[config.mk]
export PLATFORM = sky130hd
export DESIGN_NAME = uart_byte_port
export DESIGN_NICKNAME = d
export VERILOG_FILES = /design/src/rtl/uart_byte_port.sv
export SDC_FILE = /design/constraint.sdc
export NUM_CORES = 1
export LEC_CHECK = 0
export BUFFER_PORTS_ARGS = -buffer_cell sky130_fd_sc_hd__buf_4
export CAP_MARGIN = 20
export CELL_PAD_IN_SITES_DETAIL_PLACEMENT = 0
export CELL_PAD_IN_SITES_GLOBAL_PLACEMENT = 1
export CORE_ASPECT_RATIO = 0.5
export CORE_UTILIZATION = 30
export DETAILED_ROUTE_END_ITERATION = 7
export GPL_TIMING_DRIVEN = 0
export PLACE_DENSITY = 0.5
export SYNTH_ARGS = -nofsm -noshare
export SYNTH_HDL_FRONTEND = slang
export SYNTH_SLANG_ARGS = --single-unit
[constraint.sdc]
create_clock -name clk -period 4.6 [get_ports clk]
set_input_delay 0.46 -clock clk [delete_from_list [all_inputs] [get_ports clk]]
set_output_delay 0.46 -clock clk [all_outputs]
set_load 0.02 [all_outputs]
[src/rtl/uart_byte_port.sv]
// User-side endpoint of the board UART byte interface: TX and RX byte FIFOs
// feeding two handshake FSMs that talk to the serial-clock-domain wrapper.
module uart_byte_port #(
  parameter int DEPTH       = 8,
  parameter int SYNC_STAGES = 2,
  parameter int ACK_TIMEOUT = 4
) (
  input  logic       clk,
  input  logic       reset,
  input  logic [7:0] tx_wdata,
  input  logic       tx_wr,
  output logic       tx_full,
  output logic       tx_empty,
  output logic [7:0] rx_rdata,
  input  logic       rx_rd,
  output logic       rx_empty,
  output logic       rx_overflow,
  output logic [7:0] txdata,
  output logic       txclk,
  input  logic       txready,
  input  logic [7:0] rxdata,
  output logic       rxclk,
  input  logic       rxready
);

  localparam int AW = $clog2(DEPTH);
  localparam int CW = AW + 1;
  localparam logic [CW-1:0] FULL_CNT = CW'(DEPTH);
  localparam logic [CW-1:0] ONE_CNT  = CW'(1);
  localparam logic [7:0]    TO_LAST  = 8'(ACK_TIMEOUT - 1);

  typedef enum logic [2:0] {
    TX_IDLE, TX_SETUP, TX_STROBE, TX_WAIT_LOW, TX_WAIT_HIGH
  } tx_state_t;

  typedef enum logic [1:0] {
    RX_IDLE, RX_CAPTURE, RX_ACK, RX_WAIT_LOW
  } rx_state_t;

  logic [SYNC_STAGES-1:0] r_txr_sync, r_rxr_sync;
  logic w_txr_s, w_rxr_s;

  tx_state_t r_tx_state, w_tx_next;
  rx_state_t r_rx_state, w_rx_next;

  logic [7:0]    r_tx_mem [DEPTH];
  logic [AW-1:0] r_tx_wptr, r_tx_rptr;
  logic [CW-1:0] r_tx_count;
  logic [7:0]    r_tx_timer;
  logic [7:0]    r_txdata;
  logic          r_txclk;
  logic          w_tx_push, w_tx_pop, w_tx_load, w_txclk_d;

  logic [7:0]    r_rx_mem [DEPTH];
  logic [AW-1:0] r_rx_wptr, r_rx_rptr, w_rx_rptr_nxt;
  logic [CW-1:0] r_rx_count;
  logic [7:0]    r_rx_timer;
  logic [7:0]    r_rx_rdata;
  logic          r_rxclk, r_rx_overflow;
  logic          w_rx_push, w_rx_pop, w_rx_drop, w_rxclk_d;

  // Both handshake inputs come from the serial-clock domain.
  always_ff @(posedge clk or posedge reset) begin
    if (reset) begin
      r_txr_sync <= '0;
      r_rxr_sync <= '0;
    end else begin
      r_txr_sync <= {r_txr_sync[SYNC_STAGES-2:0], txready};
      r_rxr_sync <= {r_rxr_sync[SYNC_STAGES-2:0], rxready};
    end
  end

  assign w_txr_s = r_txr_sync[SYNC_STAGES-1];
  assign w_rxr_s = r_rxr_sync[SYNC_STAGES-1];

  // ---------------- TX side ----------------
  assign w_tx_push = tx_wr && !tx_full;

  // NOTE: FIFO storage has no reset; pointers and counts alone define validity.
  always_ff @(posedge clk) begin
    if (w_tx_push) r_tx_mem[r_tx_wptr] <= tx_wdata;
  end

  always_ff @(posedge clk or posedge reset) begin
    if (reset) begin
      r_tx_state <= TX_IDLE;
      r_tx_wptr  <= '0;
      r_tx_rptr  <= '0;
      r_tx_count <= '0;
      r_tx_timer <= '0;
      r_txdata   <= '0;
      r_txclk    <= 1'b0;
    end else begin
      r_tx_state <= w_tx_next;
      r_txclk    <= w_txclk_d;
      if (w_tx_push) r_tx_wptr <= r_tx_wptr + 1'b1;
      if (w_tx_pop)  r_tx_rptr <= r_tx_rptr + 1'b1;
      case ({w_tx_push, w_tx_pop})
        2'b10:   r_tx_count <= r_tx_count + 1'b1;
        2'b01:   r_tx_count <= r_tx_count - 1'b1;
        default: r_tx_count <= r_tx_count;
      endcase
      r_tx_timer <= (r_tx_state == TX_WAIT_LOW) ? r_tx_timer + 1'b1 : '0;
      if (w_tx_load) r_txdata <= r_tx_mem[r_tx_rptr];
    end
  end

  always_comb begin
    w_tx_next = r_tx_state;
    unique case (r_tx_state)
      TX_IDLE:      if (r_tx_count != '0 && w_txr_s) w_tx_next = TX_SETUP;
      TX_SETUP:     w_tx_next = TX_STROBE;
      TX_STROBE:    w_tx_next = TX_WAIT_LOW;
      TX_WAIT_LOW:  if (!w_txr_s || r_tx_timer == TO_LAST) w_tx_next = TX_WAIT_HIGH;
      TX_WAIT_HIGH: if (w_txr_s) w_tx_next = TX_IDLE;
      default:      w_tx_next = TX_IDLE;
    endcase
  end

  // txclk is registered from the next state so the wrapper sees a clean edge.
  always_comb begin
    w_tx_load = (r_tx_state == TX_IDLE)     && (w_tx_next == TX_SETUP);
    w_tx_pop  = (r_tx_state == TX_WAIT_LOW) && (w_tx_next == TX_WAIT_HIGH);
    w_txclk_d = (w_tx_next == TX_STROBE);
  end

  assign tx_full  = (r_tx_count == FULL_CNT);
  assign tx_empty = (r_tx_count == '0) && (r_tx_state == TX_IDLE);
  assign txdata   = r_txdata;
  assign txclk    = r_txclk;

  // ---------------- RX side ----------------
  assign w_rx_rptr_nxt = r_rx_rptr + 1'b1;

  always_ff @(posedge clk) begin
    if (w_rx_push) r_rx_mem[r_rx_wptr] <= rxdata;
  end

  always_ff @(posedge clk or posedge reset) begin
    if (reset) begin
      r_rx_state    <= RX_IDLE;
      r_rx_wptr     <= '0;
      r_rx_rptr     <= '0;
      r_rx_count    <= '0;
      r_rx_timer    <= '0;
      r_rx_rdata    <= '0;
      r_rxclk       <= 1'b0;
      r_rx_overflow <= 1'b0;
    end else begin
      r_rx_state <= w_rx_next;
      r_rxclk    <= w_rxclk_d;
      if (w_rx_push) r_rx_wptr <= r_rx_wptr + 1'b1;
      if (w_rx_pop)  r_rx_rptr <= w_rx_rptr_nxt;
      case ({w_rx_push, w_rx_pop})
        2'b10:   r_rx_count <= r_rx_count + 1'b1;
        2'b01:   r_rx_count <= r_rx_count - 1'b1;
        default: r_rx_count <= r_rx_count;
      endcase
      r_rx_timer <= (r_rx_state == RX_WAIT_LOW) ? r_rx_timer + 1'b1 : '0;
      if (w_rx_drop) r_rx_overflow <= 1'b1;
      // The incoming byte bypasses memory whenever it becomes the new head.
      if (w_rx_push && (r_rx_count == '0 || (w_rx_pop && r_rx_count == ONE_CNT)))
        r_rx_rdata <= rxdata;
      else if (w_rx_pop && r_rx_count > ONE_CNT)
        r_rx_rdata <= r_rx_mem[w_rx_rptr_nxt];
    end
  end

  always_comb begin
    w_rx_next = r_rx_state;
    unique case (r_rx_state)
      RX_IDLE:     if (w_rxr_s) w_rx_next = RX_CAPTURE;
      RX_CAPTURE:  w_rx_next = RX_ACK;
      RX_ACK:      w_rx_next = RX_WAIT_LOW;
      RX_WAIT_LOW: if (!w_rxr_s || r_rx_timer == TO_LAST) w_rx_next = RX_IDLE;
      default:     w_rx_next = RX_IDLE;
    endcase
  end

  // A full FIFO still accepts the byte when the head is popped in the same cycle.
  always_comb begin
    w_rx_pop  = rx_rd && (r_rx_count != '0);
    w_rx_push = (r_rx_state == RX_CAPTURE) && ((r_rx_count != FULL_CNT) || w_rx_pop);
    w_rx_drop = (r_rx_state == RX_CAPTURE) && !w_rx_push;
    w_rxclk_d = (w_rx_next == RX_ACK);
  end

  assign rx_empty    = (r_rx_count == '0);
  assign rx_rdata    = r_rx_rdata;
  assign rx_overflow = r_rx_overflow;
  assign rxclk       = r_rxclk;

endmodule

-- Word level (Yosys, flattened, before mapping)
Memory sizes are Yosys's and may differ from the RTL's. A register that Yosys moved wholly into a read port is not among the register bits.
Index checks and enable logic that the tools add are counted.
- bits in registers: 56
- memory bits (writable): 128
- bits of input ports: 22
- output and inout bits: 22
- word-level logic and storage cells: 94
- memories kept: 2
- memory list (memory ; words ; bits a word ; rd ports ; clocked after Yosys merged registers in ; wr ports ; RTL line ; RTL):
    r_rx_mem ; 8 ; 8 ; 1 ; 0 ; 1 ; 54 ; logic [7:0] r_rx_mem [DEPTH];
    r_tx_mem ; 8 ; 8 ; 1 ; 1 ; 1 ; 46 ; logic [7:0] r_tx_mem [DEPTH];
- add/sub/neg operators: 10
- $lt $le $gt $ge: 1
- equality and inequality tests: 20
- mux-type cells: 17
- reductions and logical operators: 28
- operators by type and width (operator ; number):
    $mux 8 ; 4
    $add 8x1->8 const B ; 2
    $eq 8x2->1 const B ; 2
    $pmux 4 s2 ; 2
    $pmux 3 s5 ; 1
    $add 3x1->3 const B ; 4
    $logic_and 1x1->1 ; 11
    $eq 2x2->1 const B ; 5
    $eq 3x2->1 const B ; 3
    $mux 3 ; 3
    $add 4x1->4 const B ; 2
    $logic_not 4->1 ; 2
    $pmux 2 s4 ; 1
    $reduce_bool 4->1 ; 2
    $sub 4x1->4 const B ; 2
    $eq 2x1->1 const B ; 3
    $eq 3x1->1 const B ; 2
    $eq 3x3->1 const B ; 2
    $reduce_bool 2->1 ; 3
    $eq 4x1->1 const B ; 1
    $eq 4x4->1 const B ; 1
    $gt 4x1->1 const B ; 1
    $logic_not 1->1 ; 4
    $logic_or 1x1->1 ; 4
    other kinds (5) ; 9

-- Depth between registers and ports, before layout
- depth after elaboration: 8
- mapped depth: 11

-- Worst setup path after synthesis
Ideal clock, no wire load.
- path type: reg-to-reg
- from: reg r_tx_timer[3]
- to: reg r_tx_count[3]
- library setup time: 0.080 ns
- arrival time: 2.479 ns
- path slack: 2.041 ns
- stages on the path, launching flop included: 11
- path buffers: 0
- path through: dfrtp_1 or4_1 o41ai_2 nand2b_1 inv_1 ha_1 ha_1 a21o_1 a21oi_1 mux2i_1 xnor2_1
- cells in the longest elaborated chain, start to end: 8
- elaborated cells between the ends (all ways): 10
- those cells by class: eq/ne (4); mux (3); reduce/logical (3)
- RTL lines (element ; RTL line ; RTL):
    start: declaration ; 49 ; logic [7:0] r_tx_timer;
    start signal: assignment ; 103 ; r_tx_timer <= (r_tx_state == TX_WAIT_LOW) ? r_tx_timer + 1'b1 : '0;
    $eq 8x2->1 (*) ; 114 ; TX_WAIT_LOW: if (!w_txr_s || r_tx_timer == TO_LAST) w_tx_next = TX_WAIT_HIGH;
    $logic_or 1x1->1 (*) ; 114 ;
    $mux 3 (*) ; 114 ;
    $pmux 3 s5 (*) ; 110 ; unique case (r_tx_state)
    $eq 3x3->1 (*) ; 123 ; w_tx_pop = (r_tx_state == TX_WAIT_LOW) && (w_tx_next == TX_WAIT_HIGH);
    $logic_and 1x1->1 (*) ; 123 ;
    named net w_tx_pop ; 52 ; logic w_tx_push, w_tx_pop, w_tx_load, w_txclk_d;
    $eq 2x1->1 or $eq 2x2->1 (tied branches) ; 98 ; case ({w_tx_push, w_tx_pop})
    $pmux 4 s2 or $reduce_bool 2->1 (tied branches) ; - ;
    end signal: assignment ; 99 ; 2'b10: r_tx_count <= r_tx_count + 1'b1;
    end signal: assignment ; 100 ; 2'b01: r_tx_count <= r_tx_count - 1'b1;
    end signal: assignment ; 101 ; default: r_tx_count <= r_tx_count;
    end: declaration ; 48 ; logic [CW-1:0] r_tx_count;
Mark *: on every way through the listed nets, which the timed path passes. The rest lies on a longest branch.
A chain may end at the register's enable or synchronous reset.

-- Worst setup path after layout
Ends and elaborated chain as after synthesis.

==> qor.csv <==
stage,metric,value,unit
setup_path,startpoint,r_tx_timer[3]$_DFF_PP0_,
cts,cts_buffer_depth,2,
die,std_cell_rows,41,
yosys,synthCells,481,
sta,fin_crit,2.869,ns
cts,clock-sinks,192,
yosys,ys_seq_area_frac,0.7019,
setup_path,rr_endpoint,r_tx_count[3]$_DFFE_PP0P_,
place,dpl.hpwl,10280,µm
yosys,ys_ff_latch,192,
sta,finClkSkew,0.006152,ns
yosys,synth_ff_type,edfxtp_1,
sta,slew_headroom,0.3066,
global_routing,track_usage,0.1285,
cts,clock_latency,0.44,ns
sta,hold_viol,0,
setup_path,cp.arrival,3.23,ns
final_layout,area.growth.synth_to_final,16.79,%
die,start_util,0.3067,
drt,drt-wirelength-per-cell,17.53,µm
global_routing,grt_overflow_total,0,
die,core,25290,µm²
final_layout,n_antenna_cell,0,
sta,worst_pin_slew,1.036,ns
die,die_h,115.7,µm
global_routing,antenna_found_initial,0,
final_layout,layout.nets,582,
setup_path,cp-start-kind,register,
setup_path,ff2ff_setup_slack,1.73,ns
yosys,syn_avg_cell_area,16.13,µm²
global_routing,grt_pass1_vias,4145,
sta,rsz0062_at_grt,no,
status,status,"complete, no violations",
yosys,synth_edf_count,128,
die,dieArea,26540,µm²
drt,via_count,4091,
final_layout,final_cell_mix,"edfxtp_1, dfrtp_1, buf_4",
power,powerDensity,628.3,nW/µm²
drt,detail-route-antenna-nets,0,
job,maxCapViolations,0,
yosys,ys_async_sr_fraction,0.3333,
place,place.gp.congestion,0.7297,
setup_path,rr_worst_depth,10,
cts,cts_buffers,17,
setup_path,path_class,reg2reg,
sta,fin_crit_sh,0.6238,
place,port-buffer-count,43,
die,io-pin-count,44,
final_layout,drive_gt1_frac,0.2107,
setup_path,reg2reg_from,r_tx_timer[3]$_DFF_PP0_,
worst_hold_path,hold_class,in2reg,
sta,fmax,0.3485,GHz
sta,drv_slew,0,
global_routing,grt_max_degree,65,
setup_path,endpoint,r_tx_count[3]$_DFFE_PP0P_,
cts,clk_pin_slew_worst_paths,0.07,ns
sta,setup_tns,0,ns
setup_path,crit_path_end_kind,register,
yosys,syn_nets,516,
drt,vias_per_cell,4.525,
yosys,yosysWarnings,0,
cts,cts_tree,done,
cts,ctsHoldBuffers,0,
yosys,ys_types,45,
cts,cts_setup_buffers,0,
setup_path,crit_required,4.96,ns
drt,routed_wl,15850,µm
final_layout,layout_commonest_cell,edfxtp_1,
sta,holdWs,0.1265,ns
cts,cts_resized,0,
setup_path,crit_fanout,4,
yosys,netlist_area,7757,µm²
power,vdd_ir_drop_max,0.2679,mV
cts,htreeDepth,4,
global_routing,grt_pass1_wl,24850,µm
die,chipWidth,229.4,µm
drt,dr.pass1.iters,4,
cts,root_buffer,clkbuf_16,
power,power_leakage,3.355,nW
sta,setup_viol,0,
drt,drt_iter0_markers,240,
drt,drc,0,
## final cells by class
type | count | area (µm²)
clock buffer | 25 | 455.4
timing repair buffer | 47 | 360.3
clock inverter | 7 | 43.79
tap | 344 | 430.4
inverter | 16 | 62.56
sequential | 192 | 5445
fill | 2424 | 16230
buffer | 17 | 68.82
multi-input combinational | 256 | 2193
## cells in the mapped netlist, types with 2 or more instances
master | count | area, µm²
a211oi_1 | 2 | 15.01
a21o_1 | 2 | 15.01
a21oi_1 | 11 | 55.05
a221o_1 | 7 | 70.07
and2_1 | 3 | 18.77
and3_1 | 7 | 43.79
buf_2 | 4 | 20.02
clkbuf_1 | 13 | 48.80
dfrtp_1 | 64 | 1602
edfxtp_1 | 128 | 3844
ha_1 | 12 | 150.1
inv_1 | 16 | 60.06
mux2_2 | 3 | 33.78
mux2i_1 | 11 | 110.1
mux4_2 | 32 | 720.7
nand2_1 | 43 | 161.4
nand2b_1 | 7 | 43.79
nand3_1 | 9 | 45.04
nand3b_1 | 2 | 15.01
nor2_1 | 34 | 127.6
nor2b_1 | 2 | 12.51
nor3_1 | 8 | 40.04
nor3b_1 | 2 | 15.01
o21ai_0 | 13 | 65.06
o22ai_1 | 2 | 12.51
or4_1 | 2 | 15.01
xnor2_1 | 15 | 131.4
xor2_1 | 10 | 87.58
## flip-flops by register name, summed over array words and instances, names as in the netlist, 2 cells and up
register    count
r_rx_rptr       3
txdata          8
r_tx_mem       64
r_tx_wptr       3
r_tx_count      4
r_tx_rptr       3
r_rx_count      4
r_tx_timer      8
r_rxr_sync      2
r_txr_sync      2
r_rx_state      2
r_rx_timer      8
r_rx_mem       64
rx_rdata        8
r_tx_state      3
r_rx_wptr       3
## metal layers
metal,vias up,share of wire,GRT usage
li1,1937,-,-
met4,0,0.019,0.05822
met3,25,0.038,0.02953
met5,-,0,0
met2,65,0.46,0.2024
met1,2064,0.49,0.1711
## report_power, final
group | switching, mW | internal, mW
Combinational | 1.10 | 0.858
Sequential | 0.198 | 2.22
Clock | 0.634 | 0.690
## through the flow
step	setup WS, ns	total power [mW]	instance area, µm²	utilization	cells
final	1.731	5.693	9060	0.3582	904
after global routing	1.506	6.068	9060	0.3582	904
after CTS	1.682	5.792	9060	0.3582	904
after detailed placement	1.723	4.451	8561	0.3385	872
after global placement	1.404	4.429	8511	0.3365	868
after floorplan	2.041	3.791	7757	-	481
## critical path, stage by stage, from the launching register on
cell	delay, ns
dfrtp_1	0.42
or4_1	0.56
o41ai_2	0.30
nand2b_1	0.22
inv_1	0.10
ha_1	0.21
ha_1	0.25
a21o_1	0.18
a21oi_1	0.17
mux2i_1	0.24
xnor2_1	0.14
## logic make-up after synthesis
kind of cell | count (synthesis) | share of synthesized area
xor+xnor | 25 | 0.02823
fa+ha+maj | 13 | 0.02194
simple gates | 126 | 0.07839
compound gates | 46 | 0.04145
flops | 192 | 0.7019
buf+inv | 33 | 0.01661
mux | 46 | 0.1115
## worst min path at each step
stage	from	to	slack [ns]	cells after the start
after floorplan	r_rxr_sync[0]$_DFF_PP0_	r_rxr_sync[1]$_DFF_PP0_	0.33	0
after global placement	r_txr_sync[0]$_DFF_PP0_	r_txr_sync[1]$_DFF_PP0_	0.33	0
after detailed placement	r_txr_sync[0]$_DFF_PP0_	r_txr_sync[1]$_DFF_PP0_	0.33	0
after CTS	rxready	r_rxr_sync[0]$_DFF_PP0_	0.10	1
after global routing	rxready	r_rxr_sync[0]$_DFF_PP0_	0.10	1
final	rxready	r_rxr_sync[0]$_DFF_PP0_	0.13	1
No activity file was read; power rests on OpenSTA's default activity.
